**src/rtl/rip_pseudo_core_launcher_pkg.sv**
```systemverilog
// Shared types and constants for the pseudo-core job launcher.
// Defines the launcher FSM states and the core busy-code encoding.
package rip_const;

    typedef enum logic [1:0] {
        IDLE    = 2'd0,
        ARM     = 2'd1,
        RELEASE = 2'd2,
        DRAIN   = 2'd3
    } launcher_state_t;

    localparam logic [1:0] CORE_SLEEP = 2'b00;
    localparam logic [1:0] CORE_INIT  = 2'b01;
    localparam logic [1:0] CORE_READ  = 2'b10;
    localparam logic [1:0] CORE_WRITE = 2'b11;

endpackage

```
**src/rtl/rip_pseudo_core_launcher_fifo.sv**
```systemverilog
// Small synchronous FIFO with wrap-bit pointers.
// The head entry is presented on o_data whenever the FIFO is not empty.
module rip_sync_fifo #(
    parameter int WIDTH = 32,
    parameter int DEPTH = 4
) (
    input  logic             clk,
    input  logic             rstn,
    input  logic             i_push,
    input  logic             i_pop,
    input  logic [WIDTH-1:0] i_data,
    output logic [WIDTH-1:0] o_data,
    output logic             o_full,
    output logic             o_empty
);

    localparam int AW = $clog2(DEPTH);

    logic [AW:0]      r_wr_ptr;
    logic [AW:0]      r_rd_ptr;
    logic [WIDTH-1:0] r_mem [DEPTH];
    logic             w_push;
    logic             w_pop;

    assign w_push  = i_push && !o_full;
    assign w_pop   = i_pop && !o_empty;
    assign o_empty = (r_wr_ptr == r_rd_ptr);
    assign o_full  = (r_wr_ptr[AW] != r_rd_ptr[AW]) &&
                     (r_wr_ptr[AW-1:0] == r_rd_ptr[AW-1:0]);
    assign o_data  = r_mem[r_rd_ptr[AW-1:0]];

    always_ff @(posedge clk) begin
        if (!rstn) begin
            r_wr_ptr <= '0;
            r_rd_ptr <= '0;
        end else begin
            if (w_push) r_wr_ptr <= r_wr_ptr + 1'b1;
            if (w_pop)  r_rd_ptr <= r_rd_ptr + 1'b1;
        end
    end

    // NOTE: storage has no reset; the pointers alone define which entries are valid.
    always_ff @(posedge clk) begin
        if (w_push) r_mem[r_wr_ptr[AW-1:0]] <= i_data;
    end

endmodule

```
**src/rtl/rip_pseudo_core_launcher.sv**
```systemverilog
// Queues aligned job addresses and presents them one at a time on mem_head,
// tracking the pseudo core's busy code to confirm start and completion.
module rip_pseudo_core_launcher
    import rip_const::*;
#(
    parameter int ADDR_WIDTH = 32,
    parameter int FIFO_DEPTH = 4,
    parameter int ALIGN_BITS = 10,
    parameter int TIMEOUT    = 1024,
    parameter int CNT_WIDTH  = 16
) (
    input  logic                  clk,
    input  logic                  rstn,
    input  logic                  job_valid,
    output logic                  job_ready,
    input  logic [ADDR_WIDTH-1:0] job_addr,
    output logic [ADDR_WIDTH-1:0] mem_head,
    input  logic [1:0]            core_busy,
    input  logic                  clr_err,
    output logic [CNT_WIDTH-1:0]  done_cnt,
    output logic [CNT_WIDTH-1:0]  reject_cnt,
    output logic                  timeout_err,
    output logic                  idle
);

    localparam int TW = (TIMEOUT > 1) ? $clog2(TIMEOUT) : 1;
    localparam logic [TW-1:0] TIMER_LAST = TW'(TIMEOUT - 1);

    launcher_state_t       r_state;
    launcher_state_t       w_state_nxt;
    logic [ADDR_WIDTH-1:0] r_mem_head;
    logic [ADDR_WIDTH-1:0] w_head_nxt;
    logic [TW-1:0]         r_timer;
    logic                  r_drain_seen;
    logic [CNT_WIDTH-1:0]  r_done_cnt;
    logic [CNT_WIDTH-1:0]  r_reject_cnt;
    logic                  r_timeout_err;

    logic                  w_addr_ok;
    logic                  w_push_hs;
    logic                  w_fifo_push;
    logic                  w_reject;
    logic                  w_fifo_full;
    logic                  w_fifo_empty;
    logic [ADDR_WIDTH-1:0] w_fifo_data;
    logic                  w_pop;
    logic                  w_done_inc;
    logic                  w_timeout_set;
    logic                  w_core_sleep;

    // All-ones is the core's "no job" marker, so it can never be a job.
    assign w_addr_ok    = (job_addr[ALIGN_BITS-1:0] == '0) && (job_addr != '1);
    assign w_push_hs    = job_valid && job_ready;
    assign w_fifo_push  = w_push_hs && w_addr_ok;
    assign w_reject     = w_push_hs && !w_addr_ok;
    assign w_core_sleep = (core_busy == CORE_SLEEP);

    rip_sync_fifo #(
        .WIDTH (ADDR_WIDTH),
        .DEPTH (FIFO_DEPTH)
    ) u_fifo (
        .clk     (clk),
        .rstn    (rstn),
        .i_push  (w_fifo_push),
        .i_pop   (w_pop),
        .i_data  (job_addr),
        .o_data  (w_fifo_data),
        .o_full  (w_fifo_full),
        .o_empty (w_fifo_empty)
    );

    // NOTE: state and datapath registers use non-blocking assignments only.
    always_ff @(posedge clk) begin
        if (!rstn) r_state <= IDLE;
        else       r_state <= w_state_nxt;
    end

    always_comb begin
        w_state_nxt = r_state;
        unique case (r_state)
            IDLE:    if (!w_fifo_empty && w_core_sleep) w_state_nxt = ARM;
            ARM: begin
                if (core_busy[1])              w_state_nxt = RELEASE;
                else if (r_timer == TIMER_LAST) w_state_nxt = DRAIN;
            end
            RELEASE: if (w_core_sleep)                 w_state_nxt = IDLE;
            DRAIN:   if (w_core_sleep && r_drain_seen) w_state_nxt = IDLE;
            default: w_state_nxt = IDLE;
        endcase
    end

    // Leaving ARM by either exit drops mem_head so the core cannot restart the job.
    always_comb begin
        w_pop         = (r_state == IDLE)    && (w_state_nxt == ARM);
        w_done_inc    = (r_state == RELEASE) && (w_state_nxt == IDLE);
        w_timeout_set = (r_state == ARM)     && (w_state_nxt == DRAIN);
        w_head_nxt    = r_mem_head;
        if (w_pop)
            w_head_nxt = w_fifo_data;
        else if ((r_state == ARM) && (w_state_nxt != ARM))
            w_head_nxt = '1;
    end

    always_ff @(posedge clk) begin
        if (!rstn) begin
            r_mem_head    <= '1;
            r_timer       <= '0;
            r_drain_seen  <= 1'b0;
            r_done_cnt    <= '0;
            r_reject_cnt  <= '0;
            r_timeout_err <= 1'b0;
        end else begin
            r_mem_head <= w_head_nxt;

            if (w_pop)                   r_timer <= '0;
            else if (r_state == ARM)     r_timer <= r_timer + 1'b1;

            r_drain_seen <= (r_state == DRAIN) && w_core_sleep;

            if (w_done_inc && (r_done_cnt != '1))
                r_done_cnt <= r_done_cnt + CNT_WIDTH'(1);

            // A reject in the clearing cycle still counts.
            if (w_reject && clr_err)            r_reject_cnt <= CNT_WIDTH'(1);
            else if (clr_err)                   r_reject_cnt <= '0;
            else if (w_reject && (r_reject_cnt != '1))
                r_reject_cnt <= r_reject_cnt + CNT_WIDTH'(1);

            if (w_timeout_set)  r_timeout_err <= 1'b1;
            else if (clr_err)   r_timeout_err <= 1'b0;
        end
    end

    assign job_ready   = !w_fifo_full;
    assign mem_head    = r_mem_head;
    assign done_cnt    = r_done_cnt;
    assign reject_cnt  = r_reject_cnt;
    assign timeout_err = r_timeout_err;
    assign idle        = (r_state == IDLE) && w_fifo_empty;

endmodule

```
**config.mk**
```make
export PLATFORM = sky130hd
export DESIGN_NAME = rip_pseudo_core_launcher
export DESIGN_NICKNAME = d
export VERILOG_FILES = /design/src/rtl/rip_pseudo_core_launcher_pkg.sv /design/src/rtl/rip_pseudo_core_launcher_fifo.sv /design/src/rtl/rip_pseudo_core_launcher.sv
export SDC_FILE = /design/constraint.sdc
export NUM_CORES = 1
export LEC_CHECK = 0
export ABC_AREA = 1
export BUFFER_PORTS_ARGS = -buffer_cell sky130_fd_sc_hd__buf_2
export CAP_MARGIN = 20
export CORE_MARGIN = 2
export CORE_UTILIZATION = 60
export CTS_BUF_LIST = sky130_fd_sc_hd__clkbuf_2 sky130_fd_sc_hd__clkbuf_4 sky130_fd_sc_hd__clkbuf_8
export CTS_CLUSTER_SIZE = 28
export DETAILED_ROUTE_END_ITERATION = 8
export GPL_TIMING_DRIVEN = 1
export HOLD_SLACK_MARGIN = 0.03
export PLACE_DENSITY = 0.92
export SLEW_MARGIN = 0
export SYNTH_ARGS = -nofsm -noshare
export SYNTH_HDL_FRONTEND = slang
export SYNTH_SLANG_ARGS = --single-unit
```
**constraint.sdc**
```tcl
create_clock -name clk -period 5.8 [get_ports clk]
set_input_delay 0.29 -clock clk [delete_from_list [all_inputs] [get_ports clk]]
set_output_delay 0.29 -clock clk [all_outputs]
set_load 0.1 [all_outputs]
```
# Yosys cells after proc, flatten, opt, wreduce, memory -nomap -nowiden
# Memory sizes are Yosys's and may differ from the RTL's. A register that Yosys moved wholly into a read port is not among the register bits.
# Index checks and enable logic that the tools add are counted.
# word_totals
out_inout_bits	67
word_cells	77
ramBits	128
regBits	84
inputBits	38
n_memories	1
# mem_list
name	depth	word_bits	read_ports	rd_clocked_by_memory_dff	wr	line_no	text
u_fifo.r_mem	4	32	1	1	1	rip_pseudo_core_launcher_fifo.sv:21	logic [WIDTH-1:0] r_mem [DEPTH];
# classes
reduce_logical	30
add_sub_neg	5
n_eq_ne	13
bitwise_logic	1
muxes	17
# op_table
cell	n
2-to-1 mux 32 bit	2
adder 16 x 1 -> 16 bit (second input constant)	2
!= test 16 bit (second input constant)	2
!= test 32 bit (second input constant)	1
logical AND 1 bit	18
2-to-1 mux 2 bit	7
adder 10 x 1 -> 10 bit (second input constant)	1
equality test 10 bit (second input constant)	1
logical NOT 10 bit	1
case mux 2 bit (4 select lines)	1
2-to-1 mux 1 bit	7
adder 3 x 1 -> 3 bit (second input constant)	2
equality test 2 bit (second input constant)	3
logical NOT 2 bit	3
equality test 2 x 1 -> 1 bit (second input constant)	2
nonzero test 2 bit	2
equality test 3 bit	1
logical NOT 1 bit	3
nonzero test 3 bit	1
OR reduction 3 bit	1
equality test 2 bit	1
!= test 2 x 1 -> 1 bit (second input constant)	1
OR reduction 2 bit	1
!= test 1 bit	1
NOT 1 bit	1

# Depth between registers and ports, before layout
# Gate-level depths: netlist of run 1.
# logic_depth
depth_word	10
depth_mapped	13
ltp_nobuf	12

# By module
# From an unflattened synthesis of run 1, not the netlist that was laid out.
# hier_totals
cells_unflattened	1022
area_unflattened_um2	9392.8
# modules_own_cells
module	n_inst	seq_area_each_um2	area_each_um2	cells_per_inst
rip_sync_fifo	1	4003.8	5231.3	384
rip_pseudo_core_launcher	1	1561.5	4161.5	638

# Least setup slack after synthesis of run 1
# OpenSTA, ideal clock, no wires.
# synth_timing
path_type	register to register
from	register u_fifo.r_wr_ptr[0]
to	memory u_fifo.r_mem[0][0], enable pin
arrival_time_ns	3.018
setup_ns	0.421
synth_period_minus_slack_ns	3.439
slack_ns	2.361
path_stages_with_launch	7
path_buffers	0
required_time_ns	5.379
path_cell_list	dfxtp_1 -> xnor2_1 -> nand3_1 -> nand2_1 -> inv_1 -> nand2_1 -> nor2_1
# synth_between
elab_chain_cells	8
# synth_rtl
item	line_no	text
start: declaration	rip_pseudo_core_launcher_fifo.sv:19	logic [AW:0] r_wr_ptr;
start signal: assignment	rip_pseudo_core_launcher_fifo.sv:37	if (w_push) r_wr_ptr <= r_wr_ptr + 1'b1;
equality test 2 bit *	rip_pseudo_core_launcher_fifo.sv:29	(r_wr_ptr[AW-1:0] == r_rd_ptr[AW-1:0]);
logical AND 1 bit *	rip_pseudo_core_launcher_fifo.sv:28	assign o_full = (r_wr_ptr[AW] != r_rd_ptr[AW]) &&
logical NOT 1 bit *	rip_pseudo_core_launcher.sv:134	assign job_ready = !w_fifo_full;
named net job_ready	rip_pseudo_core_launcher.sv:15	output logic job_ready,
logical AND 1 bit	rip_pseudo_core_launcher.sv:53	assign w_push_hs = job_valid && job_ready;
logical AND 1 bit	rip_pseudo_core_launcher.sv:54	assign w_fifo_push = w_push_hs && w_addr_ok;
logical AND 1 bit *	rip_pseudo_core_launcher_fifo.sv:25	assign w_push = i_push && !o_full;
2-to-1 mux 1 bit *	rip_pseudo_core_launcher_fifo.sv:44	if (w_push) r_mem[r_wr_ptr[AW-1:0]] <= i_data;
2-to-1 mux 1 bit (not written as such) *	rip_pseudo_core_launcher_fifo.sv:44	
end: declaration	rip_pseudo_core_launcher_fifo.sv:21	
# Mark *: on every way through the listed nets, which the timed path passes. The rest lies on a longest branch.

# Final worst setup path of run 1
# layout_timing
from	input job_addr[0]
to	memory u_fifo.r_mem[0][14], enable pin
# layout_between
elab_chain_cells	6
elab_cells_between_ends	7
cone_classes	eq/ne (1); mux (2); reduce/logical (4)
# layout_rtl
item	line_no	text
start: declaration	rip_pseudo_core_launcher.sv:16	input logic [ADDR_WIDTH-1:0] job_addr,
!= test 32 bit / logical NOT 10 bit (equally long branches)	rip_pseudo_core_launcher.sv:52	assign w_addr_ok = (job_addr[ALIGN_BITS-1:0] == '0) && (job_addr != '1);
logical AND 1 bit *	rip_pseudo_core_launcher.sv:52	
logical AND 1 bit *	rip_pseudo_core_launcher.sv:54	
logical AND 1 bit *	rip_pseudo_core_launcher_fifo.sv:25	
2-to-1 mux 1 bit *	rip_pseudo_core_launcher_fifo.sv:44	
2-to-1 mux 1 bit (not written as such) *	rip_pseudo_core_launcher_fifo.sv:44	
# Mark *: on every way between the ends. The rest lies on a longest branch, timed or not.

==> metrics.txt, run 1 <==
status finished, final reports clean; RSZ-0062 raised after global routing false; die height 128 um; diode count 0; Post-Syn Nets 1016; sequential share of the synthesized area 59.9%; Initial DRC Count 767; Remaining Overflow, GRT 0; Post-Synthesis Cells between 900 and 1000; Layout area overhead 17.2%; Most common cell on crit path nand2_1; layout cells sized above 1 about a fifth; synth warn 0; WP buf/inv 3; Hold WC Path Type input pin to flop; row count 45; Synth area leader edfxtp_1; Worst-path clk slew 0.06 ns; Syn Std Cell Area 9290 um2; most frequent cells in the layout nand2_1, edfxtp_1, buf_2; Core ar. approximately 15000 um2; CP max FO 32; detailed-router iteration count before antenna repair 6; Slew Viols, Final 0; final setup margin 3.08 ns; vias in the first global route 6932; H-tree levels 2; #FFs+latches synth 214; die width around 130 um; peak supply drop 0.231 mV; largest net degree at the start of global routing 66; GPL Wtd Cong 0.850; Clock Path Buffers 3; Required @ worst endpoint 5.93 ns; top post-synthesis cells by area edfxtp_1, dfxtp_1, nand2_1, a21oi_1, inv_1; Final Util 71.9%; DP Area 9860 um2; # DRC 0; Final Non-Filler Cells 1321; Critical Path AT 2.85 ns; Max Clock Freq 368 MHz; Final Cycle Share 46.9%; commonest non-fill, non-tap cell in the layout nand2_1; first-pass GRT wire length 33200 um; Sum Neg Setup Slack 0 ns; crit path kind input pin to flop; crit-path leading delay family simple AND/OR/NAND/NOR gates; total vias in the final route between 7000 and 8000; Post-Layout Inst Area 10900 um2; LEAKAGE 4.46 nW; Total Wirelength around 21000 um; routed length per instance 16.0 um; CTS tree yes; Worst-Skew Late Latency about 0.52 ns; IO Pins 105; Filler Cell Count 1012; I/O Buffers 104; Die ar. 16500 um2; CP startpoint kind input pin; share of the synthesized area in the top cell type 41.4%; cts bufs inserted 35; crit path capture type flop; Final Skew 0.0226 ns; Fin. Hold Viols 0; Via-to-Cell Ratio 5.54; fin nets 1152; DRT antenna net count 0; min Tclk post-route 2.72 ns; placed cell count 1224; worst slew pin tran 1.10 ns; pwr dens 275 nW/um2; Critical Path Slowest Stage Cell nor2_4; clk root buf clkbuf_8; antenna violations before repair 0; library cells used by synthesis 40; Syn Area/Cell about 9.6 um2; Total Routing Usage GR 25.3%; Rel. slew slack 26.8%; Starting Density 61.4%; pre-CTS setup slack 3.08 ns; # setup viols final 0; detailed placement HPWL 12000 um; cells along the critical path dlygate4sd3_1 > buf_2 > or2_2 > nor2_1 > nand2_1 > inv_1 > nand2_1 > nor2_4; Max-Cap Viols 0; CP max stage delay 0.90 ns; clock sink count 214
==> synth_stat cells (all sizes together) <==
master,n
o21ai,48
a31o,1
a21oi,96
and2,1
inv,73
nor3,2
xnor2,16
or2,1
nand4,10
dfxtp,86
a31oi,1
ha,8
a211oi,1
clkbuf,29
nand3,45
nor3b,1
edfxtp,128
xor2,14
buf,10
nand2,321
nor2,73
o22ai,4
nand3b,1
==> metal layers <==
layer  vias to the layer above  share of wire (%)  track usage (%)
met4                         0                3.3             12.3
li1                       3486                  -                -
met2                       335                 50             43.0
met5                         -                  0                0
met1                      3424                 39             31.4
met3                        67                7.3             4.82
==> layout make-up <==
| cell class | instances | area [um2] | area share (%) |
|---|---|---|---|
| Clock buffer | 48 | 598 | 5.49 |
| Tap cell | 188 | 235 | 2.16 |
| Multi-Input combinational cell | 644 | 3250 | 29.8 |
| Timing Repair Buffer | 138 | 868 | 7.97 |
| Clock inverter | 16 | 101 | 0.930 |
| Sequential cell | 214 | 5570 | 51.1 |
| Inverter | 73 | 279 | 2.56 |
==> cells by family after synthesis <==
group / synth area share [%]
adder cells (fa/ha/maj): 1.08
AO/OA/AOI/OAI: 8.67
buffers and inverters: 5.49
XOR/XNOR: 2.83
AND/OR/NAND/NOR: 22.0
flip-flops: 59.9
==> through the flow <==
step	hold WS, ns	power, W
2_1_floorplan	0.389	0.00167
3_3_place_gp	0.444	0.00170
4_1_cts	0.117	0.00299
3_5_place_dp	0.457	0.00170
6_report	0.143	0.00299
5_1_grt	0.143	0.00308
==> registers in the layout, indices dropped and copies added, names as in the netlist, named ones only <==
| name | flops |
|---|---|
| r_timer | 10 |
| u_fifo.r_mem | 128 |
| timeout_err | 1 |
| r_state | 2 |
| u_fifo.r_rd_ptr | 3 |
| reject_cnt | 16 |
| r_drain_seen | 1 |
| u_fifo.r_wr_ptr | 3 |
| mem_head | 32 |
| done_cnt | 16 |
==> worst min-delay path: cells and delay by family <==
kind,cells,cell delay [ns]
AO/OA/AOI/OAI,1,0.07
buffers and inverters,1,0.12
AND/OR/NAND/NOR,2,0.11
==> where the power goes <==
part	internal, W	switching (W)	total, W
logic	0.0000281	0.0000467	0.0000748
registers	0.00161	0.00000130	0.00161
clock network	0.000718	0.000589	0.00131
==> path summary, 6_finish.rpt <==
kind	startpoint	to	slack, ns	cells after the start
max	job_addr[0]	u_fifo.r_mem[0][14]	3.08	8
min reg2reg	timeout_err	timeout_err	0.47	2
max reg2reg	u_fifo.r_wr_ptr[0]	mem_head[6]	3.22	7
min	clr_err	reject_cnt[1]	0.14	4
==> timing repair <==
item                      in CTS  in global routing
setup buffers                  0                  0
hold buffers                  32                  0
hold endpoints to repair     127                  0
gates resized for setup        0                  0
No activity file was read; power rests on OpenSTA's default activity.
==> inputs of run 2 (changes only) <==
- ABC_AREA: 1 -> 0
- CORE_UTILIZATION: 60 -> 54
- PLACE_DENSITY: 0.92 -> 0.88
- clock period: 5.8 -> 2.5 ns (I/O delays scaled with it)
==> run 2 against run 1 <==
Net effect:
- die area fell by 1.1%
- utilization fell by 4.2 points
- register-to-register slack got worse by 3.0 ns
- combinational power rose by 130%
- sequential share of layout area rose by 3.5 points
- area after synthesis fell by 11%
- final area fell by 6.2%
- non-clock buffer count rose by 15
- critical endpoint is now done_cnt[14]
- power rose by 130%
==> metrics.txt, run 2 <==
status finished, final reports clean; peak supply drop around 0.45 mV; Via-to-Cell Ratio 5.70; Hold Startpoint job_valid; library cells used by synthesis between 50 and 60; launch point of the worst path done_cnt[0]; Fin. Hold Viols 0; Final Non-Filler Cells around 940; Synth area leader edfxtp_1; pwr dens 679 nW/um2; Total Wirelength 17400 um; fin nets 771; vias in the first global route approximately 5500; Starting Density between 50 and 60%; diode count 0; Sum Neg Setup Slack 0 ns; detailed placement HPWL 10700 um; CTS tree yes; die width 128 um; Post-Synthesis Cells 560; I/O Buffers 104; clk root buf clkbuf_8; most frequent cell after synthesis edfxtp_1; crit path kind flop to flop; Initial DRC Count 271; IO Pins 105; row count 45; die height 128 um; Critical Path AT 2.66 ns; Syn Std Cell Area 8270 um2; Post-synth EDFFs 128; share of the synthesized area in the top cell type between 40% and 50%; DRT antenna net count 0; crit path capture type flop; #FFs+latches synth between 200 and 250; Metal-1 WL 7010 um; Synth Flop Type edfxtp_1; Required @ worst endpoint ~3 ns; Max Clock Freq 448 MHz; top post-synthesis cells by area edfxtp_1, dfxtp_1, mux4_2, o22a_1, nor2_1; placed cell count ~840; Slew Viols, Final 0; # DRC 0; clock sink count 214; GPL Wtd Cong between 0.8 and 0.9; routed length per instance 18.6 um; met3 WL post-DR 1010 um; post_cts resized 0; Hold WC Path Type input pin to flop; Post-Syn Nets 606; Largest register FFs 128; Remaining Overflow, GRT 0; worst slew pin tran 0.910 ns; Worst-Skew Late Latency 0.51 ns; synth warn 0; H-tree levels 2; total vias in the final route approximately 5400; pre-CTS setup slack 0.320 ns; layout cells sized above 1 about a third; sequential share of the synthesized area 67.3%; final setup margin about 0.27 ns; Rel. slew slack 38.5%; commonest non-fill, non-tap cell in the layout edfxtp_1; largest net degree at the start of global routing 35; LEAKAGE 3.68 nW; antenna violations before repair 0; CP max FO 5; first-pass GRT wire length roughly 28000 um; cts bufs inserted 34; Layout area overhead 23.6%; # setup viols final 0; Final Util 67.7%; reg-to-reg startpoint done_cnt[0]; most frequent cells in the layout edfxtp_1, buf_2, dfxtp_1; detailed-router iteration count before antenna repair 5; Final Skew 0.0237 ns; Clock Path Buffers 3; CP startpoint kind flop; Worst-path clk slew about 0.06 ns; min Tclk post-route 2.23 ns; Total Routing Usage GR 21.6%; Detail Route met2 WL 9180 um; RSZ-0062 raised after global routing false; synth cell count leaders edfxtp_1, dfxtp_1, nor2_1; max layer used met4; Post-synth ARST share 0%; Post-CTS Setup Repair Bufs 0; Syn Area/Cell 14.8 um2; Final Cycle Share 89.2%; Core ar. 15100 um2; Max-Cap Viols 0; Die ar. 16300 um2
-- run 2: repair_timing --
item | 4_1_cts | 5_1_grt
endpoints found under the hold margin | 135 | 0
hold buffers | 38 | 0
setup endpoints to repair | 0 | 0
-- run 2: path summary, 6_finish.rpt --
path	slack (ns)	to	cells past startpoint
worst max register to register	0.27	done_cnt[14]	6
worst min-delay path	0.11	reject_cnt[0]	4
worst min register to register	0.48	mem_head[21]	1
worst max-delay path	0.27	done_cnt[14]	6
-- run 2: final cells by class --
class	count	area [um2]
clock buffers	49	624
inverters	10	37.5
multi-input cells	312	2580
well taps	188	235
flip-flops and latches	214	5580
fillers	1007	4870
repair buffers	153	1070
clock inverters	13	96.3
-- run 2: where the power goes --
| group | internal, W | total [W] | switching (W) |
|---|---|---|---|
| Combinational | 0.0000736 | 0.000172 | 0.0000985 |
| Clock | 0.00173 | 0.00303 | 0.00130 |
| Sequential | 0.00373 | 0.00373 | 0.00000226 |
| Total | 0.00554 | 0.00694 | 0.00140 |
-- run 2: cell families (layout without fill, tap and decap cells) --
group                    after synthesis  count (layout)  share of synthesized area [%]
buffers and inverters                 34             225                           1.66
flip-flops                           214             214                           67.3
adder cells (fa/ha/maj)                8               8                           1.21
XOR/XNOR                              21              21                           2.22
AND/OR/NAND/NOR                      155             155                           10.5
AO/OA/AOI/OAI                         91              91                           7.81
multiplexers                          37              37                           9.32
-- run 2: critical path: stages, from the launching register on --
cell and delay, ns:
dfxtp_2 0.34, ha_1 0.23, and3_1 0.20, nand4_1 0.13
nor4b_1 0.76, and4_1 0.32, mux2i_1 0.18
-- run 2: per-stage QoR --
| step | total power [W] | area, um2 | hold WS, ns |
|---|---|---|---|
| floorplan | 0.00386 | 8290 | 0.224 |
| global placement | 0.00392 | 9120 | 0.336 |
| detailed placement | 0.00393 | 9120 | 0.343 |
| CTS | 0.00701 | 10200 | 0.0837 |
| global route | 0.00719 | 10200 | 0.127 |
| finish | 0.00694 | 10200 | 0.112 |
-- run 2: per-layer routing --
metal	vias to the layer above	global-route usage, %
met1	2663	25.6
met3	24	4.88
met5	-	0
met4	0	6.21
li1	2492	-
met2	176	39.5
